`config.mk`:
```
export PLATFORM = sky130hd
export DESIGN_NAME = button_conditioner
export DESIGN_NICKNAME = d
export VERILOG_FILES = /design/src/rtl/button_conditioner.sv
export SDC_FILE = /design/constraint.sdc
export NUM_CORES = 1
export LEC_CHECK = 0
export BUFFER_PORTS_ARGS = -buffer_cell sky130_fd_sc_hd__buf_2
export CAP_MARGIN = 20
export CORE_ASPECT_RATIO = 0.5
export CORE_MARGIN = 8
export CORE_UTILIZATION = 30
export DETAILED_ROUTE_END_ITERATION = 10
export SLEW_MARGIN = 15
export SYNTH_ARGS = -nofsm -noshare
export SYNTH_HDL_FRONTEND = slang
export SYNTH_SLANG_ARGS = --single-unit
```
`constraint.sdc`:
```
create_clock -name clk -period 3.4 [get_ports clk]
set_input_delay 0.68 -clock clk [delete_from_list [all_inputs] [get_ports clk]]
set_output_delay 0.68 -clock clk [all_outputs]
set_load 0.005 [all_outputs]
```
`src/rtl/button_conditioner.sv`:
```
// Push-button front-end: 2-flop synchronizer, tick-paced debounce and
// one-clock rise/fall pulses per channel, plus the shared sample tick.
module button_conditioner #(
    parameter int N_BTN        = 4,
    parameter int CLK_DIV      = 100000,
    parameter int STABLE_TICKS = 10
) (
    input  logic             clk,
    input  logic             rst_n,
    input  logic [N_BTN-1:0] btn_raw,
    output logic             tick,
    output logic [N_BTN-1:0] btn_lv,
    output logic [N_BTN-1:0] btn_rise,
    output logic [N_BTN-1:0] btn_fall
);

    localparam int DW = (CLK_DIV > 1) ? $clog2(CLK_DIV) : 1;
    localparam int CW = (STABLE_TICKS > 1) ? $clog2(STABLE_TICKS) : 1;

    localparam logic [DW-1:0] DIV_MAX = DW'(CLK_DIV - 1);
    localparam logic [CW-1:0] CNT_MAX = CW'(STABLE_TICKS - 1);

    logic [N_BTN-1:0]         sync1_q, sync1_d;
    logic [N_BTN-1:0]         sync2_q, sync2_d;
    logic [DW-1:0]            div_cnt_q, div_cnt_d;
    logic                     tick_q, tick_d;
    logic [N_BTN-1:0][CW-1:0] cnt_q, cnt_d;
    logic [N_BTN-1:0]         lv_q, lv_d;
    logic [N_BTN-1:0]         rise_q, rise_d;
    logic [N_BTN-1:0]         fall_q, fall_d;

    // Two-stage synchronizer; only the second stage feeds the debouncer.
    always_comb begin
        sync1_d = btn_raw;
        sync2_d = sync1_q;
    end

    // Prescaler: wraps every CLK_DIV cycles, tick registered one cycle later.
    always_comb begin
        tick_d = (div_cnt_q == DIV_MAX);
        if (div_cnt_q == DIV_MAX) begin
            div_cnt_d = '0;
        end else begin
            div_cnt_d = div_cnt_q + DW'(1);
        end
    end

    // Debounce: a new level needs STABLE_TICKS consecutive differing samples.
    always_comb begin
        cnt_d  = cnt_q;
        lv_d   = lv_q;
        rise_d = '0;
        fall_d = '0;
        if (tick_q) begin
            for (int i = 0; i < N_BTN; i++) begin
                if (sync2_q[i] == lv_q[i]) begin
                    cnt_d[i] = '0;
                end else if (cnt_q[i] == CNT_MAX) begin
                    cnt_d[i]  = '0;
                    lv_d[i]   = sync2_q[i];
                    rise_d[i] = sync2_q[i];
                    fall_d[i] = ~sync2_q[i];
                end else begin
                    cnt_d[i] = cnt_q[i] + CW'(1);
                end
            end
        end
    end

    // State registers; reset clears everything so no pulse appears on exit.
    always_ff @(posedge clk or negedge rst_n) begin
        if (!rst_n) begin
            sync1_q   <= '0;
            sync2_q   <= '0;
            div_cnt_q <= '0;
            tick_q    <= 1'b0;
            cnt_q     <= '0;
            lv_q      <= '0;
            rise_q    <= '0;
            fall_q    <= '0;
        end else begin
            sync1_q   <= sync1_d;
            sync2_q   <= sync2_d;
            div_cnt_q <= div_cnt_d;
            tick_q    <= tick_d;
            cnt_q     <= cnt_d;
            lv_q      <= lv_d;
            rise_q    <= rise_d;
            fall_q    <= fall_d;
        end
    end

    assign tick     = tick_q;
    assign btn_lv   = lv_q;
    assign btn_rise = rise_q;
    assign btn_fall = fall_q;

endmodule

```
==> results of run 1 <==
==> cell usage after synthesis <==
master    count
and4_1        4
nand2_1      11
o21ai_0       6
inv_1         6
a21o_1        6
clkbuf_1      4
ha_1          9
nor2_2        1
nor3_1        2
buf_2         1
nor3b_1      13
or3_1         1
nand3_1      11
nor4bb_1      1
or3b_4        1
nor4b_1       1
nand3b_1      1
xnor2_1      11
dfrtp_1      54
and4bb_2      1
nor2b_1       1
mux2i_1       5
xor2_1        8
mux2_2        4
o22ai_1       6
nor2_1       11
a21oi_1       1
o211ai_1      3
and3_1        3
nand4b_1      1
nand4_1       3
nand2b_1      1
buf_4         1
==> layout make-up <==
| type | count | area, um^2 | area share (%) |
|---|---|---|---|
| clock buffers | 5 | 125 | 4.71 |
| clock inverters | 3 | 21.3 | 0.802 |
| well taps | 96 | 120 | 4.53 |
| inverters | 6 | 22.5 | 0.849 |
| repair buffers | 19 | 97.6 | 3.68 |
| flip-flops and latches | 54 | 1350 | 50.9 |
| multi-input cells | 127 | 916 | 34.5 |
==> how the worst min path moves through the flow <==
stage                            to  slack, ns  depth (start not counted)
3_3_place_gp   sync2_q[3]$_DFF_PN0_       0.33                          0
3_5_place_dp   sync2_q[2]$_DFF_PN0_       0.34                          0
4_1_cts        sync2_q[3]$_DFF_PN0_       0.35                          0
6_report       sync2_q[3]$_DFF_PN0_       0.35                          0
2_1_floorplan  sync2_q[0]$_DFF_PN0_       0.33                          0
5_1_grt        sync2_q[3]$_DFF_PN0_       0.36                          0
==> routing by layer <==
layer,routed length (um),vias to the layer above,global-route usage [%]
met5,0,-,0
met4,89,0,4.51
met3,83,8,1.81
met2,1900,9,13.1
met1,1670,700,7.50
li1,-,713,-
==> per-stage QoR <==
step | std cells | area [um^2]
after global routing | 310 | 2650
after global placement | 302 | 2510
after detailed placement | 302 | 2510
after CTS | 310 | 2650
after floorplan | 193 | 2320
final | 310 | 2650
==> state kept, by name, summed over array words and instances, names as in the netlist <==
| signal | count |
|---|---|
| btn_rise | 4 |
| tick | 1 |
| btn_fall | 4 |
| sync2_q | 4 |
| sync1_q | 4 |
| div_cnt_q | 17 |
| cnt_q | 16 |
| btn_lv | 4 |
==> cells by family after synthesis <==
family          count (synthesis)
simple gates                   68
flops                          54
mux                             9
fa+ha+maj                       9
compound gates                 22
xor+xnor                       19
buf+inv                        12
==> power by group through the flow <==
stage | combinational (W) | clock (W) | sequential (W)
2_1_floorplan | 0.00000221 | 0 | 0.000662
3_3_place_gp | 0.0000185 | 0 | 0.000662
3_5_place_dp | 0.0000194 | 0 | 0.000662
4_1_cts | 0.0000194 | 0.000515 | 0.000650
5_1_grt | 0.0000215 | 0.000538 | 0.000650
6_report | 0.0000178 | 0.000496 | 0.000650
==> flow_summary.json, run 1 <==
{
  "crit_required_ns": 2.72,
  "final.period_utilization_pct": 59.6,
  "cts-hold-fix-buffers": 0,
  "crit_path_max_fanout": 26,
  "drtAntennaViolNets": 0,
  "layout_min_cycle_time_ns": 2.03,
  "cpPeakStageDelay_ns": 0.82,
  "synth_xor_area_share_pct": 7.18,
  "cts_tree": "yes",
  "post-place-ws_ns": 1.67,
  "min_from": "sync1_q[3]$_DFF_PN0_",
  "power.internal_w": 0.000924,
  "synth_compound_area_share_pct": 6.05,
  "seqPwrFrac_pct": 55.8,
  "die_y_um": 78.1,
  "max_slew_margin_pct": 51.0,
  "utilization_pct": 35.8,
  "die_area_um2": 11000,
  "drive_gt1_share_pct": 15.9,
  "grt_pass1_vias": 1493,
  "drt-total-wl_mm": 3.74,
  "worstPathArrival_ns": 1.35,
  "p_leak_nw": 1.25,
  "irDropWorstVdd_mv": 0.162,
  "post_cts_resized": 0,
  "cts_num_sinks": 54,
  "crit_type": "flop to primary output",
  "reg2reg_slack_ns": 1.70,
  "reg2reg_to": "div_cnt_q[15]$_DFF_PN0_",
  "ys_types": 33,
  "layout_common_cells": "54 x dfrtp_1, 18 x buf_2, 13 x nor3b_1",
  "skew_ns": 0.00559,
  "synth_top_area_share_pct": 58.3,
  "synth_top_family_by_area": "simple AND/OR/NAND/NOR gates",
  "nFillCells": 709,
  "power_density_nw_per_um2": 439,
  "synth-adder-area-share_pct": 4.86,
  "num_antenna_cells": 0,
  "grt_start_max_net_pins": 29,
  "outcome": "finished, final reports clean",
  "crit_family": "flip-flops",
  "finalPower_w": 0.00116,
  "htreeDepth": 2,
  "cp_cell_sequence": "buf_2",
  "die_w_um": 140,
  "clk_pin_slew_ns": 0.07,
  "final_common_cell": "dfrtp_1",
  "maxCapViolations": 0,
  "holdCritPathClass": "flop to flop",
  "cp.depth": 1,
  "first_pass_iters": 4,
  "ctsLongestPathBuffers": 2,
  "synth.net_count": 208,
  "max_clock_freq_mhz": 494,
  "syn_area_um2": 2320,
  "syn_inst": 193,
  "setup_viol": 0,
  "overflow": 0,
  "ioPinCount": 19,
  "vias": 1430,
  "cts_made_buffers": 5,
  "timing.rr.start": "div_cnt_q[0]$_DFF_PN0_",
  "track_usage_pct": 7.20,
  "start_util_pct": 31.3,
  "area_delta_synth_final_pct": 14.5,
  "portBuffers": 18,
  "clockRootBuffer": "clkbuf_16",
  "grt_pass1_wl_mm": 6.43,
  "core-area_um2": 7400,
  "critPathCaptureType": "primary output",
  "synthTopCellsByArea": "dfrtp_1 58%, ha_1 4.9%, nor3b_1 4.2%",
  "crit_path_start_kind": "flop",
  "power_frac_clock_pct": 42.6,
  "drc": 0,
  "drv_slew": 0,
  "synthSimpleGateAreaFrac_pct": 17.3,
  "nets": 228,
  "dp_hpwl_mm": 2.58,
  "pwr-share-comb_pct": 1.5,
  "fin_tns_setup_ns": 0,
  "rows": 22,
  "p_sw_w": 0.000240,
  "drt-initial-drc-count": 99,
  "synth.avg_cell_area_um2": 12.0,
  "switching_share_pct": 20.6,
  "rsz0062_at_grt": "false",
  "critPathLaunch": "tick$_DFF_PN0_",
  "endpoint": "tick",
  "rr_worst_depth": 5,
  "path_buf_inv": 1,
  "cts_setup_buffers": 0,
  "critPathSlowestCell": "dfrtp_1",
  "routabilityCongestion": 0.795,
  "yosys_warnings": 0,
  "synth-seq-cells": 54,
  "yosysSeqAreaShare_pct": 58.3,
  "hold-worst-slack_ns": 0.346,
  "worst_pin_slew_ns": 0.736,
  "hold_violations": 0,
  "finalWorstSetupSlack_ns": 1.37,
  "post_drt_via_cell_ratio": 4.61,
  "antenna_found_initial": 0,
  "insertion_delay_ns": 0.29,
  "wl_per_cell_um": 12.1,
  "muxShareOfSynthArea_pct": 4.10,
  "yosysTopAreaCell": "dfrtp_1"
}
(Power assumes the default switching activity.)
==> inputs of run 2 (changes only) <==
--- a/config.mk
+++ b/config.mk
@@ -5,6 +5,7 @@
 export SDC_FILE = /design/constraint.sdc
 export NUM_CORES = 1
 export LEC_CHECK = 0
+export ABC_AREA = 1
 export BUFFER_PORTS_ARGS = -buffer_cell sky130_fd_sc_hd__buf_2
 export CAP_MARGIN = 20
 export CORE_ASPECT_RATIO = 0.5
==> constraint.sdc (replaced) <==
create_clock -name clk -period 1.8 [get_ports clk]
set_input_delay 0.36 -clock clk [delete_from_list [all_inputs] [get_ports clk]]
set_output_delay 0.36 -clock clk [all_outputs]
set_load 0.005 [all_outputs]
==> run 2 against run 1 <==
Synthesized area rose by 7.6%. Die area rose by 6.4%. Wire length up 13%. Global-route usage grew 0.63 points. Worst hold slack got worse by 0.30 ns. First-iteration DRC count decreased by 12%. Utilization up 0.39 points. Clock skew is 0.0039 ns higher. Non-clock buffer count is 1 higher. Critical path type unchanged. Largest power group unchanged.
==> flow_summary.json, run 2 <==
{
  "worstPathArrival_ns": 1.04,
  "synth_top_area_share_pct": 54.2,
  "clockRootBuffer": "clkbuf_16",
  "drive_gt1_share_pct": 12.9,
  "synth-async-reset-ratio_pct": 100,
  "ioPinCount": 19,
  "p_leak_nw": 1.45,
  "die_w_um": 145,
  "path_buf_inv": 1,
  "drv_slew": 0,
  "antenna_found_initial": 0,
  "irDropWorstVdd_mv": 0.336,
  "post_cts_resized": 0,
  "nets": 331,
  "crit_path_max_fanout": 10,
  "vias": 1797,
  "area_delta_synth_final_pct": 16.7,
  "nFillCells": 800,
  "power_frac_clock_pct": 43.8,
  "ys_dominant_reg_cell": "dfrtp_1",
  "rsz0062_at_grt": "false",
  "cpPeakStageDelay_ns": 0.56,
  "final_common_cell": "nand2_1",
  "final.period_utilization_pct": 77.6,
  "overflow": 0,
  "grt_pass1_vias": 1666,
  "cts_tree": "yes",
  "synthTopCellsByArea": "dfrtp_1 54%, nand2_1 9.3%, nor2_1 6.9%",
  "synth.avg_cell_area_um2": 8.57,
  "insertion_delay_ns": 0.29,
  "synth_edf_count": 0,
  "maxCapViolations": 0,
  "start_util_pct": 31.1,
  "pwr-share-comb_pct": 1.8,
  "cts_setup_buffers": 0,
  "drt-total-wl_mm": 4.24,
  "power_density_nw_per_um2": 774,
  "crit_required_ns": 1.44,
  "reg2reg_slack_ns": 0.46,
  "rr_worst_depth": 8,
  "rows": 23,
  "drtAntennaViolNets": 0,
  "synth.net_count": 306,
  "yosysMostFrequentCell": "nand2_1",
  "fin_tns_setup_ns": 0,
  "seqPwrFrac_pct": 54.4,
  "num_antenna_cells": 0,
  "worst_pin_slew_ns": 0.522,
  "cp_cell_sequence": "buf_2",
  "timing.rr.start": "div_cnt_q[0]$_DFF_PN0_",
  "wl_per_cell_um": 9.87,
  "core-area_um2": 8030,
  "drc": 0,
  "post_drt_via_cell_ratio": 4.19,
  "drt-initial-drc-count": 87,
  "setup_viol": 0,
  "ctsLongestPathBuffers": 2,
  "utilization_pct": 36.2,
  "yosys_warnings": 0,
  "crit_type": "flop to primary output",
  "syn_inst": 291,
  "max_clock_freq_mhz": 715,
  "cts-hold-fix-buffers": 0,
  "synth-seq-cells": 54,
  "power.internal_w": 0.00179,
  "track_usage_pct": 7.83,
  "reg2reg_to": "div_cnt_q[7]$_DFF_PN0_",
  "first_pass_iters": 4,
  "routabilityCongestion": 0.804,
  "portBuffers": 18,
  "cts_made_buffers": 5,
  "largest_register_ffs": 17,
  "grt_start_max_net_pins": 22,
  "critPathCaptureType": "primary output",
  "post-place-ws_ns": 0.457,
  "holdCritPathClass": "input pin to asynchronous set/reset pin",
  "synth_common_cells": "62 x nand2_1, 54 x dfrtp_1, 46 x nor2_1",
  "die_y_um": 80.5,
  "hold_violations": 0,
  "skew_ns": 0.00945,
  "regMostFlops": "div_cnt_q",
  "switching_share_pct": 20.4,
  "ys_types": 22,
  "max_slew_margin_pct": 65.2,
  "yosysTopAreaCell": "dfrtp_1",
  "clk_pin_slew_ns": 0.07,
  "p_sw_w": 0.000458,
  "syn_area_um2": 2490,
  "outcome": "finished, final reports clean",
  "grt_pass1_wl_mm": 7.56,
  "crit_path_start_kind": "flop",
  "layout_min_cycle_time_ns": 1.40,
  "die_area_um2": 11700,
  "hold-worst-slack_ns": 0.0425,
  "yosysSeqAreaShare_pct": 54.2,
  "critPathSlowestCell": "dfrtp_1",
  "dp_hpwl_mm": 3.17,
  "cp.depth": 1,
  "layout_common_cells": "62 x nand2_1, 54 x dfrtp_1, 46 x nor2_1",
  "reg.largest.list": "div_cnt_q x17, cnt_q x16",
  "htreeDepth": 2,
  "finalWorstSetupSlack_ns": 0.402,
  "cts_num_sinks": 54,
  "crit_family": "flip-flops"
}
## run 2: cell types whose count changed after synthesis, moves of 4 or more
cell and delta:
nand2_1 +51, and4_1 -4, inv_1 +38, nor3b_1 -13
mux2i_1 -5, o21ai_0 +11, nor2_1 +35, xnor2_1 -6
a21o_1 -6, a21oi_1 +10, nand2_2 +5, mux2_2 -4
## run 2: how the worst max path moves through the flow
stage | to | from | slack (ns)
final | tick | tick$_DFF_PN0_ | 0.40
after global routing | cnt_q[11]$_DFFE_PN0P_ | tick$_DFF_PN0_ | 0.31
after CTS | tick | tick$_DFF_PN0_ | 0.38
after detailed placement | div_cnt_q[7]$_DFF_PN0_ | div_cnt_q[0]$_DFF_PN0_ | 0.46
after global placement | div_cnt_q[7]$_DFF_PN0_ | div_cnt_q[0]$_DFF_PN0_ | 0.48
after floorplan | div_cnt_q[16]$_DFF_PN0_ | div_cnt_q[0]$_DFF_PN0_ | 0.62
## run 2: kinds of logic after synthesis
logic type | Yosys count | share of synthesized area (%)
AOI/OAI and AO/OA | 34 | 7.02
xor gates and xnor gates | 12 | 4.21
adders and majority gates | 9 | 4.52
buffers and inverters | 48 | 7.43
DFF | 54 | 54.2
and+or+nand+nor | 134 | 22.6
## run 2: layer usage
metal	track usage, %	wire length, um
met5	0	0
met2	13.1	1990
met4	2.91	48
met1	9.54	2100
met3	2.24	95
## run 2: per-stage QoR
| step | area, um^2 | total power (W) | cells |
|---|---|---|---|
| after floorplan | 2490 | 0.00125 | 291 |
| after global placement | 2750 | 0.00129 | 421 |
| after detailed placement | 2750 | 0.00129 | 421 |
| after CTS | 2910 | 0.00229 | 429 |
| after global routing | 2910 | 0.00234 | 429 |
| final | 2910 | 0.00225 | 429 |
## run 2: layout make-up
cell class / count / area, um^2 / share of cell area [%]
Timing Repair Buffer: 20 / 130 / 4.47
Clock inverter: 2 / 17.5 / 0.602
Tap cell: 112 / 140 / 4.82
Multi-Input combinational cell: 189 / 957 / 32.9
Sequential cell: 54 / 1350 / 46.5
Clock buffer: 6 / 139 / 4.77
Inverter: 46 / 174 / 5.98
## run 2: power by group through the flow
stage	logic, W	registers (W)	clock network (W)
detailed placement	0.0000438	0.00125	0
CTS	0.0000438	0.00123	0.00102
global placement	0.0000434	0.00125	0
finish	0.0000407	0.00123	0.000985
floorplan	0.00000255	0.00125	0
global route	0.0000487	0.00123	0.00106
==> inputs of run 3 (changes only) <==
--- a/config.mk
+++ b/config.mk
@@ -5,7 +5,7 @@
 export SDC_FILE = /design/constraint.sdc
 export NUM_CORES = 1
 export LEC_CHECK = 0
-export ABC_AREA = 1
+export ABC_AREA = 0
 export BUFFER_PORTS_ARGS = -buffer_cell sky130_fd_sc_hd__buf_2
 export CAP_MARGIN = 20
 export CORE_ASPECT_RATIO = 0.5
==> constraint.sdc (replaced) <==
create_clock -name clk -period 1.5 [get_ports clk]
set_input_delay 0.3 -clock clk [delete_from_list [all_inputs] [get_ports clk]]
set_output_delay 0.3 -clock clk [all_outputs]
set_load 0.005 [all_outputs]
==> run 3 against run 2 <==
Utilization grew 2.5 points. Worst hold slack gained 0.072 ns. Combinational power grew 30%. Register-to-register slack lost 0.39 ns. Cell count shrank 24%. Largest power group unchanged.
==> flow_summary.json, run 3 (synthesis results as in run 1) <==
{
  "worstPathArrival_ns": 1.64,
  "first_pass_iters": 4,
  "reg2reg_slack_ns": 0.07,
  "crit_path_max_fanout": 4,
  "regArea_um2": 1350,
  "finalPower_w": 0.00280,
  "antenna_found_initial": 0,
  "holdCritPathClass": "input pin to flop",
  "pwr-share-comb_pct": 1.9,
  "multi_input_area_um2": 943,
  "wl_per_cell_um": 11.7,
  "p_leak_nw": 1.36,
  "power_density_nw_per_um2": 976,
  "reg.largest.list": "div_cnt_q x17, cnt_q x16",
  "setup_viol": 0,
  "grt_pass1_wl_mm": 6.82,
  "crit_path_start_kind": "flop",
  "overflow": 0,
  "cts_num_sinks": 54,
  "track_usage_pct": 7.66,
  "final_common_cell": "dfrtp_1",
  "drt-total-wl_mm": 3.81,
  "fin_tns_setup_ns": 0,
  "p_sw_w": 0.000530,
  "area_delta_synth_final_pct": 23.7,
  "nets": 245,
  "outcome": "finished, final reports clean",
  "num_antenna_cells": 0,
  "final.period_utilization_pct": 95.1,
  "utilization_pct": 38.7,
  "drc": 0,
  "largest_register_ffs": 17,
  "power.internal_w": 0.00227,
  "nFillCells": 705,
  "worst_pin_slew_ns": 0.281,
  "layout_common_cells": "54 x dfrtp_1, 18 x buf_2, 14 x buf_4",
  "cts_tree": "yes",
  "switching_share_pct": 18.9,
  "rsz0062_at_grt": "true",
  "seqPwrFrac_pct": 52.7,
  "routabilityCongestion": 0.803,
  "critPathCaptureType": "flop",
  "skew_ns": 0.00719,
  "hold_violations": 0,
  "vias": 1507,
  "crit_type": "flop to flop",
  "ioPinCount": 19,
  "layout_min_cycle_time_ns": 1.43,
  "die_w_um": 140,
  "drv_slew": 0,
  "rows": 22,
  "drive_gt1_share_pct": 23.5,
  "cts_made_buffers": 5,
  "max_clock_freq_mhz": 701,
  "post_drt_via_cell_ratio": 4.62,
  "insertion_delay_ns": 0.29,
  "irDropWorstVdd_mv": 0.617,
  "max_slew_margin_pct": 81.2,
  "grt_start_max_net_pins": 36,
  "regMostFlops": "div_cnt_q",
  "portBuffers": 18,
  "die_y_um": 78.1,
  "power_frac_clock_pct": 45.4,
  "die_area_um2": 11000,
  "htreeDepth": 2,
  "start_util_pct": 31.3,
  "clk_pin_slew_ns": 0.07,
  "maxCapViolations": 0,
  "core-area_um2": 7400,
  "ctsLongestPathBuffers": 2,
  "drt-initial-drc-count": 75,
  "grt_pass1_vias": 1483,
  "drtAntennaViolNets": 0,
  "clockRootBuffer": "clkbuf_16",
  "dp_hpwl_mm": 2.75,
  "hold-worst-slack_ns": 0.114,
  "crit_required_ns": 1.71
}
-- run 3: worst max-delay path: stages (launching register included) --
cell and delay [ns]:
dfrtp_1 0.39, and4_1 0.20, or3b_4 0.41, nor2_2 0.15
mux2i_1 0.19
-- run 3: cell type report --
cell class | count | share of cell area (%)
Inverter | 6 | 0.786
Clock inverter | 2 | 1.35
Clock buffer | 5 | 4.36
Timing Repair Buffer | 36 | 9.25
Multi-Input combinational cell | 127 | 32.9
Sequential cell | 54 | 47.1
Tap cell | 96 | 4.19
-- run 3: path summary, 6_finish.rpt --
check / cells past startpoint / end / startpoint
setup / recovery: 4 / div_cnt_q[15]$_DFF_PN0_ / div_cnt_q[7]$_DFF_PN0_
hold / removal: 1 / sync1_q[2]$_DFF_PN0_ / btn_raw[2]
setup reg to reg: 4 / div_cnt_q[15]$_DFF_PN0_ / div_cnt_q[7]$_DFF_PN0_
hold reg to reg: 0 / sync2_q[3]$_DFF_PN0_ / sync1_q[3]$_DFF_PN0_
max in group asynchronous: 3 / btn_lv[3]$_DFFE_PN0P_ / rst_n
min in group asynchronous: 2 / sync1_q[3]$_DFF_PN0_ / rst_n
-- run 3: what timing repair did --
item                                    CTS  global route
endpoints found under the setup margin    0            12
setup buffers                             0             4
resized for setup                         0             6
hold endpoints to repair                  1             0
hold buffers                              1             0
-- run 3: power by group through the flow --
| stage | logic, W | clock network (W) | registers [W] |
|---|---|---|---|
| finish | 0.0000531 | 0.00127 | 0.00147 |
| global route | 0.0000626 | 0.00139 | 0.00147 |
| CTS | 0.0000567 | 0.00131 | 0.00147 |
| detailed placement | 0.0000545 | 0 | 0.00150 |
| global placement | 0.0000534 | 0 | 0.00150 |
| floorplan | 0.00000501 | 0 | 0.00150 |
-- run 3: per-stage QoR --
step,worst slack [ns],cells,cell area (um^2)
after global placement,0.0923,314,2640
final,0.0737,326,2870
after CTS,0.00122,322,2810
after detailed placement,0.00458,314,2640
after global routing,-0.0522,326,2870
after floorplan,0.0233,193,2330
-- run 3: layer usage --
layer / up-vias / track usage [%] / routed length (um)
li1: 751 / - / -
met1: 737 / 8.86 / 1710
met2: 13 / 12.5 / 1900
met3: 6 / 2.66 / 119
met4: 0 / 4.08 / 78
met5: - / 0 / 0
